<file path="config.mk">
export PLATFORM = sky130hd
export DESIGN_NAME = fdiv_issue_ctrl
export DESIGN_NICKNAME = d
export VERILOG_FILES = /design/src/rtl/fdiv_issue_ctrl.sv
export SDC_FILE = /design/constraint.sdc
export NUM_CORES = 1
export LEC_CHECK = 0
export CORE_ASPECT_RATIO = 0.8
export CORE_MARGIN = 2
export CORE_UTILIZATION = 29
export CTS_CLUSTER_DIAMETER = 50
export CTS_CLUSTER_SIZE = 10
export DETAILED_ROUTE_END_ITERATION = 16
export GPL_ROUTABILITY_DRIVEN = 0
export PLACE_DENSITY = 0.67
export SYNTH_ARGS = -nofsm -noshare
export SYNTH_HDL_FRONTEND = slang
export SYNTH_SLANG_ARGS = --single-unit
</file>
<file path="constraint.sdc">
create_clock -name clk -period 1.6 [get_ports clk]
set_input_delay 0.32 -clock clk [delete_from_list [all_inputs] [get_ports clk]]
set_output_delay 0.32 -clock clk [all_outputs]
set_load 0.05 [all_outputs]
</file>
<file path="src/rtl/fdiv_issue_ctrl.sv">
// Issue/result sequencer around the combinational fdiv_core: holds operands for LAT cycles,
// captures the quotient and flags, and keeps sticky fflags. Optional: FDIV_ISSUE_EARLY_OUT_EN.
module fdiv_issue_ctrl #(
    parameter int NEXP = 8,
    parameter int NSIG = 23,
    parameter int LAT  = 4
) (
    input  logic                 clk,
    input  logic                 reset,
    input  logic                 in_valid,
    output logic                 in_ready,
    input  logic [NEXP+NSIG:0]   in_a,
    input  logic [NEXP+NSIG:0]   in_b,
    input  logic                 in_rm,
    output logic [NEXP+NSIG:0]   core_a,
    output logic [NEXP+NSIG:0]   core_b,
    output logic                 core_rm,
    input  logic [NEXP+NSIG:0]   core_y,
    input  logic [4:0]           core_flags,
    output logic                 out_valid,
    input  logic                 out_ready,
    output logic [NEXP+NSIG:0]   out_y,
    output logic [4:0]           out_flags,
    output logic [4:0]           fflags,
    input  logic                 fflags_we,
    input  logic [4:0]           fflags_wdata
);

    localparam int W = NEXP + NSIG + 1;

    typedef enum logic [1:0] {
        IDLE,
        WAIT,
        DONE
    } state_t;

    state_t     state;
    state_t     state_next;
    logic [3:0] cnt;
    logic [3:0] load_cnt;
    logic       accept;
    logic       capture;

    assign in_ready  = (state == IDLE);
    assign out_valid = (state == DONE);
    assign accept    = in_valid && in_ready;
    assign capture   = (state == WAIT) && (cnt == 4'd1);

`ifdef FDIV_ISSUE_EARLY_OUT_EN
    // Inf/NaN or signed zero: the core's answer needs no real division, so sample it next cycle.
    function automatic logic is_special(input logic [W-1:0] x);
        logic [NEXP-1:0] e;
        logic [NSIG-1:0] f;
        e = x[W-2 -: NEXP];
        f = x[NSIG-1:0];
        return (&e) || ((e == '0) && (f == '0));
    endfunction

    assign load_cnt = (is_special(in_a) || is_special(in_b)) ? 4'd1 : 4'(LAT);
`else
    assign load_cnt = 4'(LAT);
`endif

    always_ff @(posedge clk) begin
        // NOTE: registers use non-blocking assignments so every flop samples pre-edge values.
        if (reset) state <= IDLE;
        else       state <= state_next;
    end

    always_comb begin
        // NOTE: default first so no path leaves state_next unassigned (avoids a latch).
        state_next = state;
        case (state)
            IDLE:    if (accept)    state_next = WAIT;
            WAIT:    if (capture)   state_next = DONE;
            DONE:    if (out_ready) state_next = IDLE;
            default:                state_next = IDLE;
        endcase
    end

    always_ff @(posedge clk) begin
        if (reset) begin
            cnt       <= '0;
            core_a    <= '0;
            core_b    <= '0;
            core_rm   <= 1'b0;
            out_y     <= '0;
            out_flags <= '0;
            fflags    <= '0;
        end else begin
            if (accept) begin
                core_a  <= in_a;
                core_b  <= in_b;
                core_rm <= in_rm;
                cnt     <= load_cnt;
            end else if (state == WAIT) begin
                cnt <= cnt - 4'd1;
            end

            if (capture) begin
                out_y     <= core_y;
                out_flags <= core_flags;
            end

            // A CSR write landing on a capture cycle keeps the captured flags as well.
            fflags <= (fflags_we ? fflags_wdata : fflags) | (capture ? core_flags : 5'd0);
        end
    end

endmodule

</file>
# Word level (Yosys, flattened, before mapping)
# Index checks and enable logic that the tools add are counted.
totals:
  input_bits: 112
  mem_bits_rw: 0
  ff_bits: 113
  mem_count: 0
  latch_bits: 0
  wordCells: 31
  mem_bits_ro: 0
classes:
  n_mul: 0
  n_reduce_logical: 6
  magnitude_cmp: 0
  shifts: 0
  n_div: 0
  muxes: 8
  n_eq_ne: 6
  bitwise: 1
  n_addsub: 1
op_table:
  columns: ["op", "count"]
  rows:
  - ["two-way mux 5 bit", 2]
  - ["two-way mux 2 bit", 3]
  - ["two-way mux 3 bit", 2]
  - ["one-hot mux 2 bit (3 select lines)", 1]
  - ["OR 5 bit", 1]
  - ["equality test 4 x 1 -> 1 bit (second input constant)", 1]
  - ["!= test 2 x 1 -> 1 bit (second input constant)", 2]
  - ["subtractor 4 x 1 -> 4 bit (second input constant)", 1]
  - ["AND reduction 3 bit", 1]
  - ["equality test 2 x 1 -> 1 bit (second input constant)", 1]
  - ["equality test 2 bit (second input constant)", 1]
  - ["logical AND 1 bit", 2]
  - ["logical NOT 2 bit", 1]
  - ["!= test 2 bit (second input constant)", 1]
  - ["nonzero test 2 bit", 1]
  - ["OR reduction 2 bit", 1]

# Depth between registers and ports, before layout
# Gate-level depths: netlist of the first run.
depth:
  word_depth: 4
  depth_mapped: 7
  depth_no_buf: 5

# Worst setup path before layout of the first run
# Ideal clock, no wire load.
synth_timing:
  path_kind: "reg2reg"
  start: "reg state[1]"
  end: "reg state[1]"
  slack_ns: 0.082
  setup_ns: 0.067
  arrival_ns: 1.451
  stages_incl_launch_ff: 4
  cell_sequence: "dfxtp_1 nor2b_1 a22oi_1 nor2_1"
synth_via:
  elab_cells_between_ends: 10
  classes_between: "eq/ne (5); mux (1); reduce/logical (4)"
synth_lines:
  columns: ["item", "line", "text"]
  rows:
  - ["from (decl)", "37", "state_t state;"]
  - ["from (signal assigned)", "67", "else state <= state_next;"]
  - ["equality test 2 bit *", null, null]
  - ["named net out_valid", "20", "output logic out_valid,"]
  - ["!= test 2 x 1 -> 1 bit (no source line)", null, null]
  - ["AND reduction 3 bit (no source line)", null, null]
# The timed path passes the listed nets; every way through them passes the cells marked *.
# A chain may end at the register's enable or synchronous reset.

# Final worst setup path of the first run
layout_timing:
  start: "reg cnt[1]"
  end: "reg out_y[0]"
layout_via:
  elab_chain_cells: 2
layout_lines:
  columns: ["item", "line", "text"]
  rows:
  - ["from (decl)", "39", "logic [3:0] cnt;"]
  - ["from (signal assigned)", "95", "cnt <= load_cnt;"]
  - ["from (signal assigned)", "97", "cnt <= cnt - 4'd1;"]
  - ["equality test 4 x 1 -> 1 bit", "47", "assign capture = (state == WAIT) && (cnt == 4'd1);"]
  - ["logical AND 1 bit", "47", null]
  - ["to (signal assigned)", "101", "out_y <= core_y;"]
  - ["to (decl)", "22", "output logic [NEXP+NSIG:0] out_y,"]
# Every way passes these cells.

==> impl_summary.log, run 1 <==
INFO  metric drv_slew = 0
INFO  metric power_switching_share = 0.2736
INFO  metric cp_max_fo = 8
INFO  metric timing.final.hold_violations = 0
INFO  metric drc = 0
INFO  metric most_crowded_layer_after_global_routing = met2
INFO  metric route.antenna.remaining_nets = 0
INFO  metric finalClockSkew = 3.826 ps
INFO  metric met1_usage = 0.1937
INFO  metric clock_insertion_delay_worst_skew = 410 ps
INFO  metric layout.core_utilization = 0.4895
INFO  metric cts_buffer_depth = 2
INFO  metric layout.cells.most_common = sky130_fd_sc_hd__nand2_1
INFO  metric filler_cell_count = 1,329
INFO  metric run_status = complete, no violations
INFO  metric drive_above_1_share = 0.2270
INFO  metric timing.hold.worst.class = in2reg
INFO  metric synth-seq-cells = 113
INFO  metric overflow = 0
INFO  metric report.final.setup_viol = 0
INFO  metric routed_via_density = 4.660
INFO  metric port_buffers = 220
INFO  metric grtUsageTotal = 0.1599
INFO  metric h-tree-depth = 4
INFO  metric totalNegativeSetupSlack = 0 ps
INFO  metric share_seq_of_total_power = 0.367
INFO  metric power_density = 1192 mW/mm2
INFO  metric grt_max_degree = 70
INFO  metric number_of_nets_in_the_layout = 828
INFO  metric criticalPathCategory = reg2reg
INFO  metric placementRows = 39
INFO  metric final.hold.worst_slack = 285.6 ps
INFO  metric setup.worst_path.start_class = flop
INFO  metric first_pass_iters = 4
INFO  metric die_h = 111.7 um
INFO  metric initial_core_util = 0.2959
INFO  metric synth_cells = 502
INFO  metric maxCapViolations = 0
INFO  metric route.vias.total = 4,245
INFO  metric cts_root_buffer = sky130_fd_sc_hd__clkbuf_16
INFO  metric grt_util_met3 = 0.08129
INFO  metric number_of_antenna_violations_at_the_first_check_in_global_routing = 0
INFO  metric tritoncts_num_sinks = 113
INFO  metric postRouteWirelength = 12,520 um
INFO  metric grt_util_met2 = 0.2406
INFO  metric netlist_cell_types = 30
INFO  metric setup_repair_after_global_routing_missed_its_margin = no
INFO  metric tightestPinTransition = 385.5 ps
INFO  metric drt-initial-drc-count = 214
INFO  metric tritoncts = yes
INFO  metric total_standard_cell_area_after_synthesis = 0.004202 mm2
INFO  metric post-dp-hpwl = 8642 um
INFO  metric cts_made_buffers = 17
INFO  metric vias_in_the_first_global_route = 4,100
INFO  metric syn_avg_cell_area = 8.370 um2
INFO  metric post_cts_hold_buffer_count = 0
INFO  metric ys_warn_count = 0
INFO  metric grt_pass1_wl = 20,090 um
INFO  metric synth_nets = 616
INFO  metric worstPathArrival = 1820 ps
INFO  metric worst_slack = 67.11 ps
INFO  metric timing.critical_path.to_type = flop
INFO  metric timing.fmax = 0.6524 GHz
INFO  metric remaining_max_slew_budget_at_the_tightest_pin = 0.7430
INFO  metric areaGrowthSynthToFinish = 65.43%
INFO  metric layout_common_cells = sky130_fd_sc_hd__nand2_1 (130), sky130_fd_sc_hd__buf_4 (118), sky130_fd_sc_hd__dfxtp_1 (113), sky130_fd_sc_hd__clkdlybuf4s50_1 (110), sky130_fd_sc_hd__a21oi_1 (99)
INFO  metric drt-wirelength-per-cell = 13.74 um
INFO  metric period_share = 0.9581
INFO  metric timing.critical_path.required = 1890 ps
INFO  metric combinationalPowerShare = 0.180
INFO  metric die_area = 0.01547 mm2
INFO  metric core_area = 0.01420 mm2
INFO  metric power_report.internal_total = 6017 uW
INFO  metric power.ir.vdd_worst = 0.6817 mV
INFO  metric chipWidth = 138.6 um
INFO  metric number_of_primary_i_o_pins = 221
INFO  metric power.switching = 2267 uW
INFO  metric synth_seq_area_share = 0.5384
INFO  metric clkPwrFrac = 0.453
INFO  metric antenna_cells_inserted = 0
INFO  metric static-leakage-power = 0.002797 uW
INFO  metric clk_pin_slew = 50 ps
INFO  metric final_period_minus_worst_setup_slack = 1533 ps
INFO  metric post-place-ws = -232.9 ps
registers in the layout, indices dropped and copies added, names as in the netlist:
signal and cells:
cnt 4, out_flags 5, fflags 5, core_rm 1, core_b 32, out_y 32
core_a 32, state 2
path summary, 6_finish.rpt:
kind	slack, ps	from	depth (start not counted)	to
worst max-delay path	70	cnt[1]	6	out_y[0]
worst min-delay path	290	reset	2	core_a[14]
worst max register to register	70	cnt[1]	6	out_y[0]
worst min register to register	450	core_b[17]	2	core_b[17]
critical path, stage by stage (launching register included):
cell and delay [ps]:
sky130_fd_sc_hd__dfxtp_1 300, sky130_fd_sc_hd__inv_1 70, sky130_fd_sc_hd__ha_1 160, sky130_fd_sc_hd__or3b_4 450, sky130_fd_sc_hd__buf_4 170, sky130_fd_sc_hd__o21ai_0 180, sky130_fd_sc_hd__a21oi_1 90
cell usage after synthesis:
| cell | n | area share |
|---|---|---|
| sky130_fd_sc_hd__a211oi_1 | 1 | 0.0018 |
| sky130_fd_sc_hd__buf_6 | 8 | 0.021 |
| sky130_fd_sc_hd__or3b_1 | 2 | 0.0042 |
| sky130_fd_sc_hd__o41ai_1 | 1 | 0.0021 |
| sky130_fd_sc_hd__nand3_1 | 32 | 0.038 |
| sky130_fd_sc_hd__ha_1 | 2 | 0.0060 |
| sky130_fd_sc_hd__nor3_2 | 1 | 0.0024 |
| sky130_fd_sc_hd__inv_1 | 3 | 0.0027 |
| sky130_fd_sc_hd__a2111oi_2 | 1 | 0.0036 |
| sky130_fd_sc_hd__nor2b_1 | 2 | 0.0030 |
| sky130_fd_sc_hd__mux2i_1 | 5 | 0.012 |
| sky130_fd_sc_hd__nor2_1 | 6 | 0.0054 |
| sky130_fd_sc_hd__a21oi_1 | 99 | 0.12 |
| sky130_fd_sc_hd__nand2b_1 | 6 | 0.0089 |
| sky130_fd_sc_hd__nor3b_1 | 1 | 0.0018 |
| sky130_fd_sc_hd__nand2_1 | 130 | 0.12 |
| sky130_fd_sc_hd__buf_4 | 5 | 0.0089 |
| sky130_fd_sc_hd__buf_1 | 1 | 0.00089 |
| sky130_fd_sc_hd__clkbuf_2 | 3 | 0.0036 |
| sky130_fd_sc_hd__o21ai_0 | 13 | 0.015 |
| sky130_fd_sc_hd__nand4b_1 | 6 | 0.013 |
| sky130_fd_sc_hd__buf_2 | 12 | 0.014 |
| sky130_fd_sc_hd__nor3b_2 | 1 | 0.0030 |
| sky130_fd_sc_hd__dfxtp_1 | 113 | 0.54 |
| sky130_fd_sc_hd__xnor2_1 | 1 | 0.0021 |
| sky130_fd_sc_hd__nand3b_1 | 1 | 0.0018 |
| sky130_fd_sc_hd__xor2_1 | 1 | 0.0021 |
| sky130_fd_sc_hd__clkbuf_1 | 15 | 0.013 |
| sky130_fd_sc_hd__o21ai_1 | 29 | 0.035 |
| sky130_fd_sc_hd__a22oi_1 | 1 | 0.0018 |
timing repair:
action	CTS	global route
setup buffers	0	1
setup endpoints to repair	31	3
cloned	0	0
gates resized for setup	3	1
final cells by class:
cell class | instances | area [um2] | share of cell area
tap | 184 | 230.2 | 0.03312
multi-input combinational | 342 | 1692 | 0.2434
sequential | 113 | 2262 | 0.3255
clock buffer | 21 | 450.4 | 0.06481
inverter | 3 | 11.26 | 0.001620
timing repair buffer | 237 | 2167 | 0.3118
clock inverter | 11 | 137.6 | 0.01980
logic make-up (layout without fill, tap and decap cells):
logic type      Yosys count  after routing  synth area share
xor+xnor                  2              2          0.004170
simple gates            188            188            0.1971
fa+ha+maj                 2              2          0.005955
buf+inv                  47            272           0.06522
flops                   113            113            0.5384
compound gates          145            145            0.1772
mux                       5              5           0.01191
power by group through the flow:
stage / logic [uW] / clock network, uW / registers, uW
floorplan: 444 / 0 / 3530
detailed placement: 1490 / 0 / 3100
finish: 1490 / 3750 / 3040
CTS: 1500 / 3860 / 3040
global route: 1590 / 4000 / 3060
global placement: 1480 / 0 / 3090
layer usage:
layer	share of wire	vias to the layer above
li1	-	2116
met1	0.44	1941
met5	0	-
met4	0.017	0
met3	0.099	17
met2	0.44	171
through the flow:
stage	power, uW	instances	area [um2]
final	8284	911	6950
after floorplan	3974	502	4202
after global routing	8646	911	6950
after detailed placement	4591	878	6342
after global placement	4567	878	6342
after CTS	8405	910	6938
Note: power is estimated with default switching activity, not from simulation.
==> run 2: changes to the inputs <==
--- a/config.mk
+++ b/config.mk
@@ -12,6 +12,7 @@
 export CTS_CLUSTER_SIZE = 10
 export DETAILED_ROUTE_END_ITERATION = 16
 export GPL_ROUTABILITY_DRIVEN = 0
+export MAX_ROUTING_LAYER = met4
 export PLACE_DENSITY = 0.67
 export SYNTH_ARGS = -nofsm -noshare
 export SYNTH_HDL_FRONTEND = slang
==> run 2 against run 1 <==
Design area is the same. Worst hold slack improved by 2.7 ps. Die area is the same. First-iteration DRC count fell by 5.6%. Sequential power barely moved. Sequential cell count did not move. Cell count stayed put. Power about the same. Wire length barely moved. Critical path type unchanged. Highest routed layer unchanged.
==> impl_summary.log, run 2 (synthesized netlist as in run 1, its figures left out) <==
INFO  metric run_status = complete, no violations
INFO  metric timing.critical_path.to_type = flop
INFO  metric drive_above_1_share = 0.2270 (unchanged)
INFO  metric number_of_primary_i_o_pins = 221 (unchanged)
INFO  metric criticalPathCategory = reg2reg
INFO  metric tritoncts = yes
INFO  metric cts_made_buffers = 17 (unchanged)
INFO  metric power_density = 1191 mW/mm2 (about the same)
INFO  metric grtUsageTotal = 0.1649 (+0.005071)
INFO  metric first_pass_iters = 4 (unchanged)
INFO  metric totalNegativeSetupSlack = 0 ps (unchanged)
INFO  metric tritoncts_num_sinks = 113 (unchanged)
INFO  metric worst_hold_path.num_cells = 2 (unchanged)
INFO  metric final_period_minus_worst_setup_slack = 1524 ps (-8.422 ps)
INFO  metric timing.fmax = 0.6560 GHz (+0.55%)
INFO  metric post-place-ws = -232.9 ps (unchanged)
INFO  metric cp-endpoint = out_y[0]
INFO  metric setup.worst_path.start_class = flop
INFO  metric grt_max_degree = 70 (unchanged)
INFO  metric timing.critical_path.required = 1890 ps (about the same)
INFO  metric number_of_antenna_violations_at_the_first_check_in_global_routing = 0 (unchanged)
INFO  metric worstPathArrival = 1810 ps (about the same)
INFO  metric critical_path.startpoint = cnt[1]
INFO  metric port_buffers = 220 (unchanged)
INFO  metric drt-wirelength-per-cell = 13.74 um (about the same)
INFO  metric timing.final.hold_violations = 0 (unchanged)
INFO  metric clkPwrFrac = 0.452 (about the same)
INFO  metric vias_in_the_first_global_route = 4,109 (+0.22%)
INFO  metric worst_slack = 75.53 ps (+8.422 ps)
INFO  metric areaGrowthSynthToFinish = 65.43% (unchanged)
INFO  metric drv_slew = 0 (unchanged)
INFO  metric timing.hold.worst.class = in2reg
INFO  metric route.antenna.remaining_nets = 0 (unchanged)
INFO  metric h-tree-depth = 4 (unchanged)
INFO  metric cp_max_fo = 8 (unchanged)
INFO  metric power.ir.vdd_worst = 0.6759 mV (-0.84%)
INFO  metric setup_repair_after_global_routing_missed_its_margin = no
INFO  metric power = 8281 uW (about the same)
INFO  metric drt-initial-drc-count = 202 (-5.6%)
INFO  metric reg2reg_depth = 6 (unchanged)
INFO  metric post-dp-hpwl = 8642 um (unchanged)
INFO  metric period_share = 0.9528 (-0.005264)
INFO  metric static-leakage-power = 0.002797 uW (unchanged)
INFO  metric setup.reg_to_reg.worst_slack = 80 ps (about the same)
INFO  metric routed_via_density = 4.699 (+0.85%)
INFO  metric maxCapViolations = 0 (unchanged)
INFO  metric report.final.setup_viol = 0 (unchanged)
INFO  metric placedInstanceArea = 0.006342 mm2 (unchanged)
INFO  metric overflow = 0 (unchanged)
INFO  metric filler_cell_count = 1,329 (unchanged)
INFO  metric clk_pin_slew = 50 ps (about the same)
INFO  metric combinationalPowerShare = 0.180 (about the same)
INFO  metric top_regs = core_a (32), core_b (32), out_y (32)
INFO  metric fin_area = 0.006950 mm2 (unchanged)
INFO  metric number_of_nets_in_the_layout = 828 (unchanged)
INFO  metric die_h = 111.7 um (unchanged)
INFO  metric share_seq_of_total_power = 0.367 (about the same)
INFO  metric power.switching = 2263 uW (-0.15%)
INFO  metric remaining_max_slew_budget_at_the_tightest_pin = 0.7504 (+0.007381)
INFO  metric core_area = 0.01420 mm2 (unchanged)
INFO  metric route.vias.total = 4,281 (+0.85%)
INFO  metric die_area = 0.01547 mm2 (unchanged)
INFO  metric cts_buffer_depth = 2 (unchanged)
INFO  metric chipWidth = 138.6 um (unchanged)
INFO  metric power_report.internal_total = 6018 uW (about the same)
INFO  metric grt_pass1_wl = 20,090 um (unchanged)
INFO  metric layout.cells.most_common = sky130_fd_sc_hd__nand2_1
INFO  metric area.sequential = 0.002262 mm2 (unchanged)
INFO  metric tightestPinTransition = 374.5 ps (-11.07 ps)
INFO  metric postRouteWirelength = 12,520 um (about the same)
INFO  metric rr_endpoint = out_y[0]
INFO  metric layout.core_utilization = 0.4895 (unchanged)
INFO  metric initial_core_util = 0.2959 (unchanged)
INFO  metric multi_input_gate_area_in_the_final_layout = 0.001692 mm2 (unchanged)
INFO  metric post_cts_hold_buffer_count = 0 (unchanged)
INFO  metric finalClockSkew = 6.286 ps (+2.459 ps)
INFO  metric drc = 0 (unchanged)
INFO  metric cts_root_buffer = sky130_fd_sc_hd__clkbuf_16
INFO  metric clock_insertion_delay_worst_skew = 410 ps (about the same)
INFO  metric power_switching_share = 0.2733 (-0.0003121)
INFO  metric worstReg2RegStart = cnt[1]
INFO  metric layout_common_cells = sky130_fd_sc_hd__nand2_1 (130), sky130_fd_sc_hd__buf_4 (118), sky130_fd_sc_hd__dfxtp_1 (113), sky130_fd_sc_hd__clkdlybuf4s50_1 (110), sky130_fd_sc_hd__a21oi_1 (99)
INFO  metric antenna_cells_inserted = 0 (unchanged)
INFO  metric placementRows = 39 (unchanged)
-- run 2: cell counts in the layout (fill, tap and decap cells not counted) --
Identical to the previous run, type by type.
-- run 2: how the worst min path moves through the flow --
stage                 end  slack [ps]  startpoint
6_report          core_rm         290       reset
3_5_place_dp   core_b[17]         450  core_b[17]
2_1_floorplan  core_a[20]         460    in_a[20]
3_3_place_gp   core_a[21]         440  core_a[21]
5_1_grt        core_a[18]         280       reset
4_1_cts        core_a[14]         270       reset
-- run 2: repair_timing --
item	4_1_cts	5_1_grt
pin swaps	0	0
setup buffers	0	1
resized for setup	3	1
setup endpoints to repair	31	3
gates cloned	0	0
-- run 2: stage by stage --
step / cells / hold WS [ps]
finish: 911 / 288.4
CTS: 910 / 265.7
global placement: 878 / 442.3
detailed placement: 878 / 447.0
floorplan: 502 / 456.0
global route: 911 / 282.2
-- run 2: per-layer routing --
layer	global-route usage	vias to the layer above	wire [um]	share of wire
met2	0.2422	189	5619	0.45
met4	0.06667	0	198	0.016
met5	-	-	0	0
li1	-	2116	-	-
met3	0.07699	19	1167	0.093
met1	0.1955	1957	5533	0.44
-- run 2: area by class of cell --
class / count / area share
inverter: 3 / 0.001620
clock inverter: 11 / 0.01980
timing repair buffer: 237 / 0.3118
sequential: 113 / 0.3255
multi-input combinational: 342 / 0.2434
clock buffer: 21 / 0.06481
tap: 184 / 0.03312
-- run 2: worst max-delay path, cell delays in order, from the launching register on --
cell and delay, ps:
sky130_fd_sc_hd__dfxtp_1 300, sky130_fd_sc_hd__inv_1 70, sky130_fd_sc_hd__ha_1 160, sky130_fd_sc_hd__or3b_4 450, sky130_fd_sc_hd__buf_4 170, sky130_fd_sc_hd__o21ai_0 170
sky130_fd_sc_hd__a21oi_1 90
-- run 2: power groups by stage --
stage                     clock network (uW)  logic (uW)  registers (uW)
after detailed placement                   0        1490            3100
final                                   3750        1490            3040
after CTS                               3860        1500            3040
after global routing                    4010        1590            3060
after floorplan                            0         444            3530
after global placement                     0        1480            3090
==> patch (flow settings as in run 2) <==
The parameter `NEXP` goes from 8 to 4.
--- a/src/rtl/fdiv_issue_ctrl.sv
+++ b/src/rtl/fdiv_issue_ctrl.sv
@@ -2,5 +2,5 @@
 // captures the quotient and flags, and keeps sticky fflags. Optional: FDIV_ISSUE_EARLY_OUT_EN.
 module fdiv_issue_ctrl #(
-    parameter int NEXP = 8,
+    parameter int NEXP = 4,
     parameter int NSIG = 23,
     parameter int LAT  = 4
Ports: changed (6 resized); port bits go from 221 to 197. No check against the original RTL was run, so the function may have changed too.
==> patch against run 2 <==
Routed wire length fell by 9.4%. Via count fell by 12%. Die area fell by 11%. Setup slack improved by 0.013 ns. Cell area fell by 13%. Area after synthesis fell by 11%. Clock power fell by 39%. Sequential power fell by 11%. Final cell count fell by 12%. Worst hold slack improved by 0.051 ns. Global-route usage fell by 0.11 points. Power fell by 24%. Fmax rose by 0.87%. Sequential cell count fell by 12. Critical path type is now register to output pin. Critical endpoint is now out_valid. Largest cell class unchanged. Largest power group is now sequential cells.
==> patch: results (changes against run 2) <==
| Metric | Value |
|---|---|
| Largest cells by area after synthesis | `dfxtp_1 (54%), a21oi_1 (12%), nand2_1 (11%)` |
| Total CTS buffers | `9 (-8)` |
| CTS Root Cell | `clkbuf_16` |
| Clk slew on worst S/H paths | `0.07 ns (+0.02 ns)` |
| Final nets | `731 (-12%)` |
| Cell variety after synth | `31 (+3.3%)` |
| Post-synthesis mux area share | `0.01344 (+0.001529)` |
| Syn Nets | `550 (-11%)` |
| Leak pwr | `2.394 nW (-14%)` |
| XOR/XNOR Fraction of Synth Area | `0.004704 (+0.0005352)` |
| CP Max Fanout | `7 (-1)` |
| Critical Path Start | `state[1]` |
| Crit path time final | `1.511 ns (-0.01320 ns)` |
| Max H-tree Level | `3 (-1)` |
| Post-synthesis compound-gate area fraction | `0.1771 (about the same)` |
| Top cells by count, synth | `nand2_1 (114), dfxtp_1 (101), a21oi_1 (87)` |
| CP Class | `register to output pin` |
| VDD IR-drop max | `0.0005135 V (-24%)` |
| Dpl ws | `-0.2022 ns (+0.03070 ns)` |
| Placed cell areas | `5688 sq um (-10%)` |
| CP Data Arrival Time | `1.19 ns (-0.62 ns)` |
| Outcome | `finished, final reports clean` |
| Share of cells above drive strength 1 | `0.2082 (-0.01876)` |
| Reg2reg setup slack | `0.10 ns (+0.02 ns)` |
| Worst-margin pin slew | `0.3478 ns (-0.02668 ns)` |
| Tot GR Track Use | `0.1638 (-0.001122)` |
| Clk Latency, worst-skew pair | `0.34 ns (-0.07 ns)` |
| WL per Instance | `14.09 um (+2.6%)` |
| Synthesized instance count | `448 (-11%)` |
| Iter 0 DRT Violations | `187 (-7.4%)` |
| Worst reg2reg path endpoint | `out_y[18]` |
| IO buf count | `196 (-11%)` |
| Largest registers | `core_a x28, core_b x28, out_y x28` |
| Skew final | `0.007921 ns (+0.001636 ns)` |
| Layout fillers | `1,206 (-9.3%)` |
| Largest net degree at the start of global routing | `62 (-11%)` |
| First-pass GRT wire length | `17,370 um (-14%)` |
| Detail Placement HPWL | `8137 um (-5.9%)` |
| Routed via count | `3,770 (-12%)` |
| Adder-Cell Fraction of Synth Area | `0.006720 (+0.0007645)` |
| Share of the synthesized area in the top cell type | `0.5430 (+0.004595)` |
| Seq/Total Area, Yosys | `0.5430 (+0.004595)` |
| DP Cell Count | `789 (-10%)` |
[patch: timing repair]
| action | CTS | global route |
|---|---|---|
| gates resized for setup | 3 | 2 |
| endpoints found under the setup margin | 8 | 2 |
| hold endpoints to repair | 0 | 0 |
[patch: logic make-up after synthesis]
logic type,count (synthesis)
AOI/OAI and AO/OA,129
and+or+nand+nor,168
adders and majority gates,2
buffers and inverters,41
xor gates and xnor gates,2
DFF,101
muxes,5
[patch: how the worst min path moves through the flow]
stage / startpoint / endpoint / slack, ns / cells past startpoint
3_3_place_gp: core_b[13] / core_b[13] / 0.44 / 2
4_1_cts: reset / out_y[0] / 0.33 / 2
6_report: reset / out_y[0] / 0.34 / 2
3_5_place_dp: core_a[11] / core_a[11] / 0.45 / 2
2_1_floorplan: in_a[26] / core_a[26] / 0.46 / 2
5_1_grt: reset / out_y[0] / 0.36 / 2
[patch: layer usage]
layer  wire [um]  track usage  vias up
met1        5106       0.2049     1743
met3         857      0.04924       12
met5           0            -        -
met2        5260       0.2578      150
li1            -            -     1865
met4         122      0.04407        0
[patch: final cells by class]
type	instances	area, sq um	share of cell area
Clock inverter	4	55.05	0.009153
Tap cell	171	214.0	0.03557
Timing Repair Buffer	208	1919	0.3191
Multi-Input combinational cell	306	1526	0.2538
Sequential cell	101	2022	0.3362
Clock buffer	12	266.5	0.04431
Inverter	3	11.26	0.001872
[patch: power breakdown]
part / total [mW] / internal [mW] / switching (mW)
combinational: 1.34 / 0.536 / 0.801
clock: 2.27 / 1.35 / 0.928
sequential: 2.72 / 2.64 / 0.0802
[patch: worst max-delay path, stage by stage (launching register included)]
cell and delay (ns):
dfxtp_1 0.44, nor2b_2 0.25, buf_12 0.16
